**config.mk**
```make
export PLATFORM = sky130hd
export DESIGN_NAME = fetch_unit
export DESIGN_NICKNAME = d
export VERILOG_FILES = /design/src/rtl/fetch_unit_pkg.sv /design/src/rtl/fetch_unit_fetch_pc_reg.sv /design/src/rtl/fetch_unit.sv
export SDC_FILE = /design/constraint.sdc
export NUM_CORES = 1
export LEC_CHECK = 0
export ABC_AREA = 0
export CAP_MARGIN = 20
export CORE_UTILIZATION = 49
export CTS_CLUSTER_DIAMETER = 30
export DETAILED_ROUTE_END_ITERATION = 10
export PLACE_DENSITY = 0.86
export SYNTH_ARGS = -nofsm -noshare
export SYNTH_HDL_FRONTEND = slang
export SYNTH_SLANG_ARGS = --single-unit
```
**constraint.sdc**
```tcl
create_clock -name clk -period 4.7 [get_ports clk]
set_input_delay 0.94 -clock clk [delete_from_list [all_inputs] [get_ports clk]]
set_output_delay 0.94 -clock clk [all_outputs]
set_load 0.01 [all_outputs]
```
**src/rtl/fetch_unit_pkg.sv**
```systemverilog
// rtl/fetch_unit_pkg.sv - shared fetch state encoding and opcode field definitions
package fetch_unit_pkg;

  typedef enum logic [1:0] {
    IDLE  = 2'd0,
    FETCH = 2'd1,
    HOLD  = 2'd2
  } fetch_state_t;

  // Opcode field position shared with the instruction register
  localparam int OPCODE_LSB = 0;
  localparam int OPCODE_MSB = 3;

  localparam logic [3:0] DEFAULT_HALT_OP = 4'hF;

  function automatic logic [3:0] opcode_of(input logic [15:0] word);
    return word[OPCODE_MSB:OPCODE_LSB];
  endfunction

endpackage

```
**src/rtl/fetch_unit_fetch_pc_reg.sv**
```systemverilog
// rtl/fetch_unit_fetch_pc_reg.sv - fetch program counter with load and increment
module fetch_pc_reg #(
  parameter logic [15:0] RESET_PC = 16'h0000,
  parameter logic [15:0] PC_STEP  = 16'd2
) (
  input  logic        clk,
  input  logic        reset,
  input  logic        load,
  input  logic [15:0] load_value,
  input  logic        incr,
  output logic [15:0] pc
);

  // Load wins over increment; increment wraps naturally at 16 bits
  always_ff @(posedge clk or posedge reset) begin
    if (reset) begin
      pc <= RESET_PC;
    end else if (load) begin
      pc <= load_value;
    end else if (incr) begin
      pc <= pc + PC_STEP;
    end
  end

endmodule

```
**src/rtl/fetch_unit.sv**
```systemverilog
// rtl/fetch_unit.sv - instruction fetch sequencer feeding the IR load side
module fetch_unit
  import fetch_unit_pkg::*;
#(
  parameter logic [15:0] RESET_PC = 16'h0000,
  parameter logic [15:0] PC_STEP  = 16'd2,
  parameter logic [3:0]  HALT_OP  = DEFAULT_HALT_OP
) (
  input  logic        clk,
  input  logic        reset,
  input  logic        start,
  input  logic        stall,
  input  logic        redirect,
  input  logic [15:0] redirect_pc,
  output logic        mem_req,
  output logic [15:0] mem_addr,
  input  logic        mem_ready,
  input  logic [15:0] mem_rdata,
  output logic [15:0] inst,
  output logic [15:0] inst_pc,
  output logic        ir_write,
  output logic        busy
);

  fetch_state_t state, next_state;
  logic [15:0]  fetch_pc;
  logic         pc_load;
  logic [15:0]  pc_load_value;
  logic         pc_incr;
  logic         accept;

  fetch_pc_reg #(
    .RESET_PC (RESET_PC),
    .PC_STEP  (PC_STEP)
  ) u_fetch_pc_reg (
    .clk        (clk),
    .reset      (reset),
    .load       (pc_load),
    .load_value (pc_load_value),
    .incr       (pc_incr),
    .pc         (fetch_pc)
  );

  // Stall and redirect gate the request in the same cycle they appear
  assign mem_req  = (state == FETCH) && !stall && !redirect;
  assign mem_addr = fetch_pc;
  assign accept   = mem_req && mem_ready;
  assign busy     = (state != IDLE);

  always_ff @(posedge clk or posedge reset) begin
    if (reset) begin
      state <= IDLE;
    end else begin
      state <= next_state;
    end
  end

  always_comb begin
    next_state    = state;
    pc_load       = 1'b0;
    pc_load_value = RESET_PC;
    pc_incr       = 1'b0;
    case (state)
      IDLE: begin
        if (start) begin
          pc_load    = 1'b1;
          next_state = stall ? HOLD : FETCH;
        end
      end
      FETCH, HOLD: begin
        if (redirect) begin
          pc_load       = 1'b1;
          pc_load_value = redirect_pc;
          next_state    = stall ? HOLD : FETCH;
        end else if (accept) begin
          pc_incr    = 1'b1;
          next_state = (opcode_of(mem_rdata) == HALT_OP) ? IDLE : FETCH;
        end else if (stall) begin
          next_state = HOLD;
        end else begin
          next_state = FETCH;
        end
      end
      default: next_state = IDLE;
    endcase
  end

  always_ff @(posedge clk or posedge reset) begin
    if (reset) begin
      inst     <= 16'h0000;
      inst_pc  <= 16'h0000;
      ir_write <= 1'b0;
    end else begin
      ir_write <= accept;
      if (accept) begin
        inst    <= mem_rdata;
        inst_pc <= fetch_pc;
      end
    end
  end

endmodule

```
# Word level (Yosys, flattened, before mapping)

Index checks and enable logic that the tools add are counted.

Add/subtract/negate cells: 1
Reductions and logical operators: 9
Equality and inequality tests: 4
Mux-type cells: 16

Operator list:

| operator                                                               | count |
|---|---|
| 16-bit two-way mux                                                     | 4 |
| 16-bit by 2-bit adder with 16-bit output (second input constant)       | 1 |
| 2-bit two-way mux                                                      | 4 |
| 1-bit two-way mux                                                      | 6 |
| 4-bit equality test (second input constant)                            | 1 |
| 2-bit one-hot mux with 2 select lines                                  | 1 |
| 2-bit nonzero test                                                     | 2 |
| 1-bit logical AND                                                      | 3 |
| 2-bit by 1-bit equality test with 1-bit output (second input constant) | 1 |
| 2-bit equality test (second input constant)                            | 1 |
| 1-bit zero test                                                        | 2 |
| 2-bit zero test                                                        | 1 |
| 2-bit inequality test (second input constant)                          | 1 |
| 1-bit one-hot mux with 2 select lines                                  | 1 |
| 2-bit OR reduction                                                     | 1 |

Register bits after elaboration: 51
Output and inout port bits: 51
Input bits: 38
Word-level logic and storage cells: 35

# Logic depth before layout (Yosys ltp)

Word-level depth: 9
Mapped depth: 9
Gate-level depth less buffers: 7

# By module

Synthesis repeated with hierarchy kept, for this count alone.

Cells, all modules: 202
Area total of the unflattened synthesis: 2567.5 um^2

By module, submodules not included:

| module       | seq. area each (um^2) | area each (um^2) | instances | cells each |
|---|---|---|---|---|
| fetch_unit   | 875.8                 | 1685.4           | 1         | 109 |
| fetch_pc_reg | 400.4                 | 882.1            | 1         | 93 |

# Worst setup path before layout

No wires, ideal clock.

Kind: input-to-output
Start point: input redirect
End point: output mem_req
Required time: 3.760 ns
Buffers on the path: 0
Cell stages on the path: 1
Path slack: 2.499 ns
Arrival time: 1.261 ns
Path through: nor3b_1

Word-level cells in the longest chain between the ends: 2

Ends and longest elaborated chain:

| item              | line             | source |
|---|---|---|
| from (decl)       | fetch_unit.sv:13 | `input logic redirect,` |
| 1-bit zero test   | fetch_unit.sv:45 | `assign mem_req = (state == FETCH) && !stall && !redirect;` |
| 1-bit logical AND | fetch_unit.sv:45 |  |
| to (decl)         | fetch_unit.sv:15 | `output logic mem_req,` |

Every way passes these cells.

# Final worst setup path

Ends and elaborated chain as after synthesis.

==> impl_metrics.ini <==
[status]
status = completed

[pwr]
vdd_drop_max_uv = 319
p_seq_share_pct = 37.1
p_comb_share_pct = 45.7
power.switching_mw = 0.710
internal_power_mw = 1.36
powerDensity_mw_per_mm2 = 580
p_leak_nw = 1.53
swShare_pct = 34.4
clockPowerShare_pct = 17.2

[timing]
finalCritPeriodShare_pct = 68.4
fin_ws_ps = 1480
worst_slew_pin_slew_ps = 805
rsz0062_at_grt = false
layout_min_cycle_time_ps = 3220
fmax_ghz = 0.311
skew_ps = 4.59
slew_viol_final = 0
setup_tns_ps = 0
setup_violations = 0
hold_viol = 0
hold_ws_ps = 510
relSlewSlack_pct = 46.3

[layout]
fin_cells = 363
layout.cells.most_common_list = clkdlybuf4s50_1, dfrtp_1, mux2_2
drive_above_1_share_pct = 17.6
diodes = 0
nNetsFinal = 337
final_common_cell = clkdlybuf4s50_1
area_growth_pct = 40.4
nFillCells = 361

[logic_synthesis]
synthesis.area_mm2 = 0.00253
syn-num-nets = 252
synth_seq_area_share_pct = 50.4
avgSynthCellArea_um2 = 12.1
synth.area.top_cells = dfrtp_1, mux2_2, buf_6
syn_inst = 210
synth_top_area_cell = dfrtp_1
ys.flop_type = dfrtp_1
yosys.cell_types.count = 45
yosysWarnings = 0
synth_top_area_share_pct = 50.4
async_reset_ff_share_pct = 100
synth-edff-count = 0
synth_seq_cells = 51

[critical_path]
reg2reg_slack_ps = 2290
critical_path.max_fanout = 5
worstReg2RegStart = state[0]$_DFFE_PP0P_
crit_required_ps = 3760
critPathCaptureType = output port
r2r-end = u_fetch_pc_reg.pc[12]$_DFFE_PP0P_
worst_setup_path_start_kind = primary input
reg2reg_depth = 6
crit_type = primary input to output port
worstPathArrival_ps = 2280

[drt]
vias = 2060
via_per_inst = 5.67
drt_pre_antenna_iters = 4
routed_wire_length_per_instance_um = 16.2
first_iter_violations = 129
remaining_drc_errors = 0
drt_wl_total_um = 5880
ant_nets = 0

[floorplan]
start_util_pct = 52.3
row_count = 25
dieHeight_um = 73.9
die_area_mm2 = 0.00546
core_mm2 = 0.00485
die_x_um = 73.9
ios = 89

[min_path]
min_from = inst_pc[0]$_DFFE_PP0N_
hold_class = flop to flop
whs_path_depth = 1
min_to = inst_pc[0]$_DFFE_PP0N_

[run]
maxCapViolations = 0

[global_route]
antenna_found_initial = 0
grt-ovfl-total = 0
grt_pass1_vias = 2133
grt_pass1_wl_um = 9720
grt_use_total_pct = 23.6
grt_max_degree = 52

[cts]
clk_latency_ps = 300
cts_tree = yes
cts.sinks = 51
cts.clk_slew.worst_paths_ps = 90
cts.path.max_buffers = 2
postCtsHoldBufs = 0
root_buffer = clkbuf_8
post_cts_buffers = 0
cts_made_buffers = 5
cts_repair_resize_count = 0
htreeDepth = 2

[place]
dp_hpwl_um = 4090
portBuffers = 88
place.gp.congestion = 0.868
numPlacedInstances = 354
place_worst_setup_slack_ps = 1500
## worst max-delay path, cell delays in order
cell and delay (ps):
clkdlybuf4s50_1 490, nor3b_1 260, clkdlybuf4s50_1 580
## layout make-up
class	count	area (um^2)	area share [%]
Clock inverter	3	67.6	1.90
Timing Repair Buffer	90	908	25.5
Tap cell	67	83.8	2.36
Clock buffer	5	68.8	1.93
Multi-Input combinational cell	142	1130	31.7
Inverter	5	26.3	0.738
Sequential cell	51	1280	35.9
## cell families (layout without fill, tap and decap cells)
group / after synthesis / after routing / share of synthesized area (%)
AO/OA/AOI/OAI: 52 / 52 / 15.0
flip-flops: 51 / 51 / 50.4
AND/OR/NAND/NOR: 52 / 52 / 12.3
multiplexers: 33 / 33 / 14.6
buffers and inverters: 17 / 103 / 5.33
adder cells (fa/ha/maj): 4 / 4 / 1.98
XOR/XNOR: 1 / 1 / 0.346
## power by group through the flow
| stage | sequential (mW) | combinational, mW | clock [mW] |
|---|---|---|---|
| floorplan | 0.815 | 0.473 | 0 |
| global placement | 0.761 | 0.922 | 0 |
| detailed placement | 0.773 | 0.942 | 0 |
| CTS | 0.766 | 0.949 | 0.364 |
| global route | 0.794 | 1.02 | 0.377 |
| finish | 0.766 | 0.944 | 0.355 |
## how the worst max path moves through the flow
| stage | from | to | slack (ps) | cells after the start |
|---|---|---|---|---|
| 2_1_floorplan | redirect | mem_req | 2500 | 1 |
| 3_3_place_gp | redirect | mem_req | 1590 | 3 |
| 3_5_place_dp | redirect | mem_req | 1500 | 3 |
| 4_1_cts | redirect | mem_req | 1490 | 3 |
| 5_1_grt | redirect | mem_req | 1440 | 3 |
| 6_report | redirect | mem_req | 1480 | 3 |
## sequential cells by signal (all words and copies together), names as in the netlist
signal,cells
state,2
u_fetch_pc_reg.pc,16
inst_pc,16
ir_write,1
inst,16
## Yosys cell counts, types with 2 or more instances
library cell,n
a32o_1,2
inv_1,4
a22oi_1,2
nand3_1,8
a211oi_1,2
ha_1,4
and3_1,3
dfrtp_1,51
nand4_1,5
o22a_1,2
nor2_1,7
o21a_1,2
nor4_2,3
buf_4,2
nand2_1,13
a2bb2oi_1,4
buf_2,3
a21boi_1,3
nor3_1,3
buf_6,7
a22o_1,6
o21ai_0,6
a21oi_1,15
mux2_2,32
## through the flow
stage	total power [mW]	instance area, um^2	util, %
6_report	2.07	3560	73.4
4_1_cts	2.08	3540	73.0
3_3_place_gp	1.68	3400	70.2
2_1_floorplan	1.29	2530	-
3_5_place_dp	1.71	3400	70.2
5_1_grt	2.19	3560	73.4
## per-layer routing
metal	vias up	global-route usage, %	part of all wire, %
met3	9	7.27	6.7
li1	948	-	-
met2	85	38.6	50
met1	1018	29.4	41
met4	0	9.19	1.5
met5	-	0	0
Note: power is estimated with default switching activity, not from simulation.
